$ cat config.mk
export PLATFORM = sky130hd
export DESIGN_NAME = seq_lock_ctrl_flat
export DESIGN_NICKNAME = d
export VERILOG_FILES = /design/src/rtl/seq_lock_ctrl_if.sv /design/src/rtl/seq_lock_ctrl.sv /design/src/flat_wrapper.sv
export SDC_FILE = /design/constraint.sdc
export NUM_CORES = 1
export LEC_CHECK = 0
export CAP_MARGIN = 0
export CORE_MARGIN = 2
export CORE_UTILIZATION = 28
export DETAILED_ROUTE_END_ITERATION = 10
export GPL_ROUTABILITY_DRIVEN = 0
export PLACE_DENSITY = 0.43
export SLEW_MARGIN = 20
export SYNTH_ARGS = -nofsm -noshare
export SYNTH_HDL_FRONTEND = slang
export SYNTH_SLANG_ARGS = --single-unit
$ cat constraint.sdc
create_clock -name clk -period 5.5 [get_ports clk]
set_input_delay 1.1 -clock clk [delete_from_list [all_inputs] [get_ports clk]]
set_output_delay 1.1 -clock clk [all_outputs]
set_load 0.02 [all_outputs]
$ cat src/rtl/seq_lock_ctrl_if.sv
// Configuration bus for seq_lock_ctrl: pattern-table entry writes and
// active-length writes, driven by the master and consumed by the controller.
interface seq_lock_ctrl_if #(
  parameter int IN_W  = 4,
  parameter int DEPTH = 16
);
  localparam int AW = (DEPTH > 1) ? $clog2(DEPTH) : 1;
  localparam int LW = AW + 1;

  // Strobe semantics, no backpressure: cfg_we / cfg_len_we are one-cycle
  // write strobes qualified by their data fields in the same cycle; the
  // controller accepts them only while it is IDLE and silently drops them
  // otherwise, so there is no ready signal.
  logic            cfg_we;
  logic [AW-1:0]   cfg_addr;
  logic [IN_W-1:0] cfg_mask;
  logic [IN_W-1:0] cfg_val;
  logic            cfg_len_we;
  logic [LW-1:0]   cfg_len;

  modport master (
    output cfg_we, cfg_addr, cfg_mask, cfg_val, cfg_len_we, cfg_len
  );

  modport slave (
    input cfg_we, cfg_addr, cfg_mask, cfg_val, cfg_len_we, cfg_len
  );
endinterface

$ cat src/rtl/seq_lock_ctrl.sv
// Table-driven input-sequence lock controller with step timeout and lockout.
// Define SEQ_LOCK_SYNC_EN to put a 2-flop synchronizer ahead of the sample register.
module seq_lock_ctrl #(
  parameter int IN_W           = 4,
  parameter int DEPTH          = 16,
  parameter int STEP_TIMEOUT   = 1000,
  parameter int MAX_FAILS      = 3,
  parameter int LOCKOUT_CYCLES = 5000,
  localparam int AW  = (DEPTH > 1) ? $clog2(DEPTH) : 1,
  localparam int LW  = AW + 1,
  localparam int FW  = (MAX_FAILS > 0) ? $clog2(MAX_FAILS + 1) : 1,
  localparam int TW  = $clog2(STEP_TIMEOUT + 1),
  localparam int LCW = (LOCKOUT_CYCLES > 1) ? $clog2(LOCKOUT_CYCLES) : 1
) (
  input  logic                clk,
  input  logic                reset,
  input  logic                arm,
  input  logic                clear,
  input  logic [IN_W-1:0]     in_vec,
  seq_lock_ctrl_if.slave      cfg,
  output logic [1:0]          state_o,
  output logic [LW-1:0]       step_o,
  output logic                done,
  output logic                fail_pulse,
  output logic                locked,
  output logic [FW-1:0]       fail_cnt_o
);

  typedef enum logic [1:0] {
    S_IDLE    = 2'd0,
    S_MATCH   = 2'd1,
    S_DONE    = 2'd2,
    S_LOCKOUT = 2'd3
  } state_t;

  localparam logic [LW-1:0]  DEPTH_L     = LW'(DEPTH);
  localparam logic [TW-1:0]  TIMEOUT_L   = TW'(STEP_TIMEOUT);
  localparam logic [FW-1:0]  MAX_FAILS_L = FW'(MAX_FAILS);
  localparam logic [LCW-1:0] LOCK_LAST_L = LCW'(LOCKOUT_CYCLES - 1);

  state_t                     state_q, state_d;
  logic [LW-1:0]              step_q, step_d, step_next;
  logic [TW-1:0]              timer_q, timer_d;
  logic [FW-1:0]              fail_cnt_q, fail_cnt_d;
  logic [LCW-1:0]             lock_cnt_q, lock_cnt_d;
  logic [LW-1:0]              len_q, len_d;
  logic [DEPTH-1:0][IN_W-1:0] mask_q, mask_d;
  logic [DEPTH-1:0][IN_W-1:0] val_q, val_d;
  logic [IN_W-1:0]            smp_q, smp_d;
  logic                       done_q, done_d;
  logic                       locked_q, locked_d;
  logic                       fail_pulse_q, fail_pulse_d;

  logic [DEPTH-1:0]           hit;
  logic [AW-1:0]              cur_idx, prev_idx;
  logic                       hit_cur, hit_prev;

`ifdef SEQ_LOCK_SYNC_EN
  logic [IN_W-1:0] sync1_q, sync1_d;
  logic [IN_W-1:0] sync2_q, sync2_d;

  always_comb begin
    sync1_d = in_vec;
    sync2_d = sync1_q;
    smp_d   = sync2_q;
  end

  always_ff @(posedge clk) begin
    if (reset) begin
      sync1_q <= '0;
      sync2_q <= '0;
    end else begin
      sync1_q <= sync1_d;
      sync2_q <= sync2_d;
    end
  end
`else
  always_comb smp_d = in_vec;
`endif

  // Every entry is compared in parallel; the FSM only picks step k and k-1.
  always_comb begin
    for (int j = 0; j < DEPTH; j++) begin
      hit[j] = ((smp_q & mask_q[j]) == (val_q[j] & mask_q[j]));
    end
    cur_idx  = step_q[AW-1:0];
    prev_idx = cur_idx - AW'(1);
    hit_cur  = hit[cur_idx];
    hit_prev = hit[prev_idx];
  end

  always_comb begin
    state_d      = state_q;
    step_d       = step_q;
    timer_d      = timer_q;
    fail_cnt_d   = fail_cnt_q;
    lock_cnt_d   = lock_cnt_q;
    len_d        = len_q;
    mask_d       = mask_q;
    val_d        = val_q;
    fail_pulse_d = 1'b0;
    step_next    = step_q + LW'(1);

    case (state_q)
      S_IDLE: begin
        step_d  = '0;
        timer_d = '0;
        if (cfg.cfg_we) begin
          mask_d[cfg.cfg_addr] = cfg.cfg_mask;
          val_d[cfg.cfg_addr]  = cfg.cfg_val;
        end
        if (cfg.cfg_len_we) begin
          len_d = (cfg.cfg_len > DEPTH_L) ? DEPTH_L : cfg.cfg_len;
        end
        if (arm && (len_q != '0)) begin
          state_d = S_MATCH;
        end
      end

      S_MATCH: begin
        if (!arm) begin
          state_d = S_IDLE;
          step_d  = '0;
          timer_d = '0;
        end else if (hit_cur) begin
          step_d  = step_next;
          timer_d = '0;
          if (step_next == len_q) begin
            state_d = S_DONE;
          end
        end else if (step_q == '0) begin
          // Waiting for the first pattern: never times out, never fails.
          timer_d = '0;
        end else if (hit_prev && (timer_q != TIMEOUT_L)) begin
          timer_d = timer_q + TW'(1);
        end else begin
          fail_pulse_d = 1'b1;
          step_d       = '0;
          timer_d      = '0;
          fail_cnt_d   = fail_cnt_q + FW'(1);
          if (fail_cnt_d == MAX_FAILS_L) begin
            state_d    = S_LOCKOUT;
            lock_cnt_d = '0;
          end
        end
      end

      S_DONE: begin
        if (clear) begin
          state_d    = S_IDLE;
          step_d     = '0;
          timer_d    = '0;
          fail_cnt_d = '0;
        end else if (!arm) begin
          state_d = S_IDLE;
          step_d  = '0;
          timer_d = '0;
        end
      end

      S_LOCKOUT: begin
        if (lock_cnt_q == LOCK_LAST_L) begin
          state_d    = S_MATCH;
          step_d     = '0;
          timer_d    = '0;
          fail_cnt_d = '0;
          lock_cnt_d = '0;
        end else begin
          lock_cnt_d = lock_cnt_q + LCW'(1);
        end
      end

      default: begin
        state_d = S_IDLE;
      end
    endcase

    done_d   = (state_d == S_DONE);
    locked_d = (state_d == S_LOCKOUT);
  end

  always_ff @(posedge clk) begin
    if (reset) begin
      state_q      <= S_IDLE;
      step_q       <= '0;
      timer_q      <= '0;
      fail_cnt_q   <= '0;
      lock_cnt_q   <= '0;
      len_q        <= '0;
      mask_q       <= '0;
      val_q        <= '0;
      smp_q        <= '0;
      done_q       <= 1'b0;
      locked_q     <= 1'b0;
      fail_pulse_q <= 1'b0;
    end else begin
      state_q      <= state_d;
      step_q       <= step_d;
      timer_q      <= timer_d;
      fail_cnt_q   <= fail_cnt_d;
      lock_cnt_q   <= lock_cnt_d;
      len_q        <= len_d;
      mask_q       <= mask_d;
      val_q        <= val_d;
      smp_q        <= smp_d;
      done_q       <= done_d;
      locked_q     <= locked_d;
      fail_pulse_q <= fail_pulse_d;
    end
  end

  assign state_o    = state_q;
  assign step_o     = step_q;
  assign done       = done_q;
  assign locked     = locked_q;
  assign fail_pulse = fail_pulse_q;
  assign fail_cnt_o = fail_cnt_q;

endmodule

$ cat src/flat_wrapper.sv
// flat-port wrapper written by rule: the top's interface ports become plain ports
module seq_lock_ctrl_flat 
#(
  parameter int IN_W           = 4,
  parameter int DEPTH          = 16,
  parameter int STEP_TIMEOUT   = 1000,
  parameter int MAX_FAILS      = 3,
  parameter int LOCKOUT_CYCLES = 5000,
  localparam int AW  = (DEPTH > 1) ? $clog2(DEPTH) : 1,
  localparam int LW  = AW + 1,
  localparam int FW  = (MAX_FAILS > 0) ? $clog2(MAX_FAILS + 1) : 1,
  localparam int TW  = $clog2(STEP_TIMEOUT + 1),
  localparam int LCW = (LOCKOUT_CYCLES > 1) ? $clog2(LOCKOUT_CYCLES) : 1
)
  (clk, reset, arm, clear, in_vec, state_o, step_o, done, fail_pulse, locked, fail_cnt_o, cfg_cfg_we, cfg_cfg_addr, cfg_cfg_mask, cfg_cfg_val, cfg_cfg_len_we, cfg_cfg_len);
  seq_lock_ctrl_if #(.IN_W(IN_W), .DEPTH(DEPTH)) cfg_i ();
  input  logic clk;
  input  logic reset;
  input  logic arm;
  input  logic clear;
  input  logic [IN_W-1:0] in_vec;
  output logic [1:0] state_o;
  output logic [LW-1:0] step_o;
  output logic done;
  output logic fail_pulse;
  output logic locked;
  output logic [FW-1:0] fail_cnt_o;
  input wire logic [$bits(cfg_i.cfg_we)-1:0] cfg_cfg_we;
  input wire logic [$bits(cfg_i.cfg_addr)-1:0] cfg_cfg_addr;
  input wire logic [$bits(cfg_i.cfg_mask)-1:0] cfg_cfg_mask;
  input wire logic [$bits(cfg_i.cfg_val)-1:0] cfg_cfg_val;
  input wire logic [$bits(cfg_i.cfg_len_we)-1:0] cfg_cfg_len_we;
  input wire logic [$bits(cfg_i.cfg_len)-1:0] cfg_cfg_len;
  assign cfg_i.cfg_we = cfg_cfg_we;
  assign cfg_i.cfg_addr = cfg_cfg_addr;
  assign cfg_i.cfg_mask = cfg_cfg_mask;
  assign cfg_i.cfg_val = cfg_cfg_val;
  assign cfg_i.cfg_len_we = cfg_cfg_len_we;
  assign cfg_i.cfg_len = cfg_cfg_len;
  seq_lock_ctrl #(.IN_W(IN_W), .DEPTH(DEPTH), .STEP_TIMEOUT(STEP_TIMEOUT), .MAX_FAILS(MAX_FAILS), .LOCKOUT_CYCLES(LOCKOUT_CYCLES)) u_core (.clk(clk), .reset(reset), .arm(arm), .clear(clear), .in_vec(in_vec), .cfg(cfg_i), .state_o(state_o), .step_o(step_o), .done(done), .fail_pulse(fail_pulse), .locked(locked), .fail_cnt_o(fail_cnt_o));
endmodule
==> results.json <==
{
  "status": "completed",
  "crit_fanout": 21,
  "worst_skew_pair.late_latency_ns": 0.43,
  "syn_area_per_cell_um2": 9.21,
  "ys_top_cells_by_area": "dfxtp_1 (41%), mux2i_1 (15%), nor2_1 (7.5%), xor2_1 (7.0%), a22oi_1 (2.9%)",
  "postCtsHoldBufs": 0,
  "synth_top_area_share_pct": 41.1,
  "post_drt_wl_per_cell_um": 17.2,
  "via_count": 6344,
  "core_area_um2": 29600,
  "final_util_pct": 32.8,
  "cts_tree": "built",
  "cp_data_required_time_ns": 5.85,
  "yosysWarnings": 0,
  "clk_pin_slew_ns": 0.07,
  "grt_pass1_vias": 6277,
  "grtUsageTotal_pct": 15.0,
  "tns_ns": 0,
  "r2r_slack_ns": 1.26,
  "reg2reg_from": "u_core.step_o[0]$_SDFFE_PP0P_",
  "hold_end": "u_core.lock_cnt_q[1]$_SDFFE_PP0P_",
  "antennaDiodeCount": 0,
  "ys_ff_latch": 172,
  "end_kind": "register",
  "rsz0062_at_grt": "no",
  "die-height_um": 177,
  "final_cell_mix": "dfxtp_1 (171), nor2_1 (167), mux2i_1 (128), xor2_1 (67), clkdlybuf4s50_1 (37)",
  "yosysTopAreaCell": "dfxtp_1",
  "reg2reg_to": "u_core.lock_cnt_q[12]$_SDFFE_PP0P_",
  "drive_gt1_share_pct": 6.95,
  "die_w_um": 177,
  "area_growth_pct": 15.9,
  "synth_fp_nets": 948,
  "worstSetupStartpointType": "register",
  "synthCells": 909,
  "rows": 63,
  "drt_iter0_markers": 475,
  "cts.repair.resized": 0,
  "max-slew-margin-rel_pct": 28.1,
  "h-tree-depth": 4,
  "fillerInstances": 3082,
  "slowest_delay_ns": 0.82,
  "setup_slack_ns": 1.26,
  "pin_count": 39,
  "hpwl_um": 15000,
  "grt_remaining_overflow": 0,
  "start_util_pct": 28.3,
  "synth_edf_count": 0,
  "post_synth_num_cell_types": 67,
  "clock_skew_ns": 0.0135,
  "slew_viol_final": 0,
  "path_class": "register to register",
  "min_period_over_period_pct": 77.0,
  "pwr_density_cell_nw_per_um2": 329,
  "setup_viol": 0,
  "grt_busiest_layer": "met2",
  "cp_cell_sequence": "clkinv_1, ha_1, inv_1, a2111oi_2, nor3_1, nand4_1, o21bai_2, o31a_1, or4_1, a21oi_1",
  "min_period_ns": 4.24,
  "worstMarginPinSlew_ns": 1.08,
  "cts_buffers": 17,
  "fmax_mhz": 236,
  "clk_path_buf_depth": 2,
  "hold_path_class": "register to register",
  "dieArea_um2": 31300,
  "grt_pass1_wl_um": 35900,
  "maxCapViolCount": 0,
  "use_met1_pct": 20.3,
  "ant_nets": 0,
  "clock-sinks": 172,
  "syn_area_um2": 8370,
  "async_reset_ff_share_pct": 0,
  "leakagePower_uw": 0.00397,
  "firstDrtPassIters": 4,
  "grt_use_met2_pct": 24.6,
  "pre_cts_ws_ns": 1.33,
  "root_buffer": "clkbuf_16",
  "drt_wl_total_um": 22800,
  "r2r_cells": 10,
  "ys.flop_type": "dfxtp_1",
  "nets": 962,
  "ir_drop_mv": 0.214,
  "use_met3_pct": 2.66,
  "postCtsSetupBuffers": 0,
  "hp-start": "u_core.lock_cnt_q[1]$_SDFFE_PP0P_",
  "mostFrequentLayoutCell": "dfxtp_1",
  "min_path_cells": 2,
  "avgViaCountPerCell": 4.79,
  "hold_violations": 0,
  "numPortBuffers": 38,
  "worstPathArrival_ns": 4.58,
  "yosysSeqAreaShare_pct": 41.1,
  "grt_max_degree": 86,
  "drc": 0,
  "critPathSlowestCell": "dfxtp_1",
  "grt_antenna_before_repair": 0
}
==> through the flow <==
| step | power [uW] | instance area (um2) | hold slack (ns) | std cells |
|---|---|---|---|---|
| after floorplan | 1720 | 8370 | 0.444 | 909 |
| after global placement | 1900 | 9050 | 0.456 | 1294 |
| after detailed placement | 1900 | 9050 | 0.471 | 1294 |
| after CTS | 3230 | 9700 | 0.481 | 1325 |
| after global routing | 3350 | 9700 | 0.515 | 1325 |
| final | 3190 | 9700 | 0.480 | 1325 |
==> cell type report <==
| cell class | instances | area, um2 | share of cell area, % |
|---|---|---|---|
| multi-input cells | 666 | 4600 | 47.4 |
| flip-flops and latches | 172 | 3440 | 35.5 |
| well taps | 390 | 488 | 5.03 |
| repair buffers | 49 | 460 | 4.75 |
| clock buffers | 18 | 439 | 4.53 |
| clock inverters | 13 | 204 | 2.10 |
| inverters | 17 | 63.8 | 0.658 |
==> where the power goes <==
group | total, uW | switching (uW) | internal [uW]
logic | 530 | 328 | 202
clock network | 1330 | 540 | 786
registers | 1330 | 46.5 | 1290
==> flip-flops by register name, indices dropped and copies added (netlist names) <==
signal,cells
u_core.state_o,2
u_core.lock_cnt_q,13
u_core.locked,1
u_core.len_q,5
u_core.smp_q,4
u_core.timer_q,10
u_core.fail_cnt_o,2
u_core.val_q,64
u_core.done,1
u_core.fail_pulse,1
u_core.step_o,5
u_core.mask_q,64
==> worst max-delay path, delay by kind of cell (launching register included) <==
kind	cells	cell delay, ns
AOI/OAI and AO/OA	4	1.18
adders and majority gates	1	0.68
buffers and inverters	2	0.69
DFF	1	0.82
and+or+nand+nor	3	0.78
==> routing by layer <==
metal  share of wire [%]  up-vias
met1                  49     3050
met2                  48       66
met5                   0        -
met3                 2.3        9
li1                    -     3219
met4                0.80        0
==> logic make-up after synthesis <==
kind of cell               Yosys count  synth area share [%]
DFF                                172                  41.1
muxes                              129                  15.4
xor gates and xnor gates            79                  8.54
and+or+nand+nor                    326                  18.2
buffers and inverters               71                  4.02
AOI/OAI and AO/OA                  120                  10.9
adders and majority gates           12                  1.79
==> cell usage after synthesis, types with 3 or more instances <==
library cell,count
ha_1,12
a32o_1,3
xor2_1,67
a21oi_1,23
nor2_1,167
nand2_1,36
nand3_1,36
xor2_2,3
nand4_1,17
nor2b_1,11
o31a_1,4
dfxtp_1,172
a31oi_1,3
nor4_1,5
or4_1,6
xnor2_1,9
o21ai_0,12
buf_2,7
clkbuf_1,37
nand2b_1,5
mux2i_1,128
inv_1,16
or3_1,3
buf_4,3
a21o_1,6
o22ai_1,4
nand4b_1,4
nor3b_1,8
a22oi_1,32
buf_6,3
nor3_1,11
and3_1,9
==> worst max path at each step <==
stage / start / to / slack (ns) / cells past startpoint
2_1_floorplan: u_core.step_o[0]$_SDFFE_PP0P_ / u_core.lock_cnt_q[10]$_SDFFE_PP0P_ / 2.41 / 10
3_3_place_gp: u_core.step_o[0]$_SDFFE_PP0P_ / u_core.lock_cnt_q[12]$_SDFFE_PP0P_ / 1.44 / 10
3_5_place_dp: u_core.step_o[0]$_SDFFE_PP0P_ / u_core.lock_cnt_q[10]$_SDFFE_PP0P_ / 1.33 / 10
4_1_cts: u_core.step_o[0]$_SDFFE_PP0P_ / u_core.lock_cnt_q[12]$_SDFFE_PP0P_ / 1.29 / 10
5_1_grt: u_core.step_o[0]$_SDFFE_PP0P_ / u_core.lock_cnt_q[10]$_SDFFE_PP0P_ / 0.92 / 10
6_report: u_core.step_o[0]$_SDFFE_PP0P_ / u_core.lock_cnt_q[12]$_SDFFE_PP0P_ / 1.26 / 10
(Power assumes the default switching activity.)
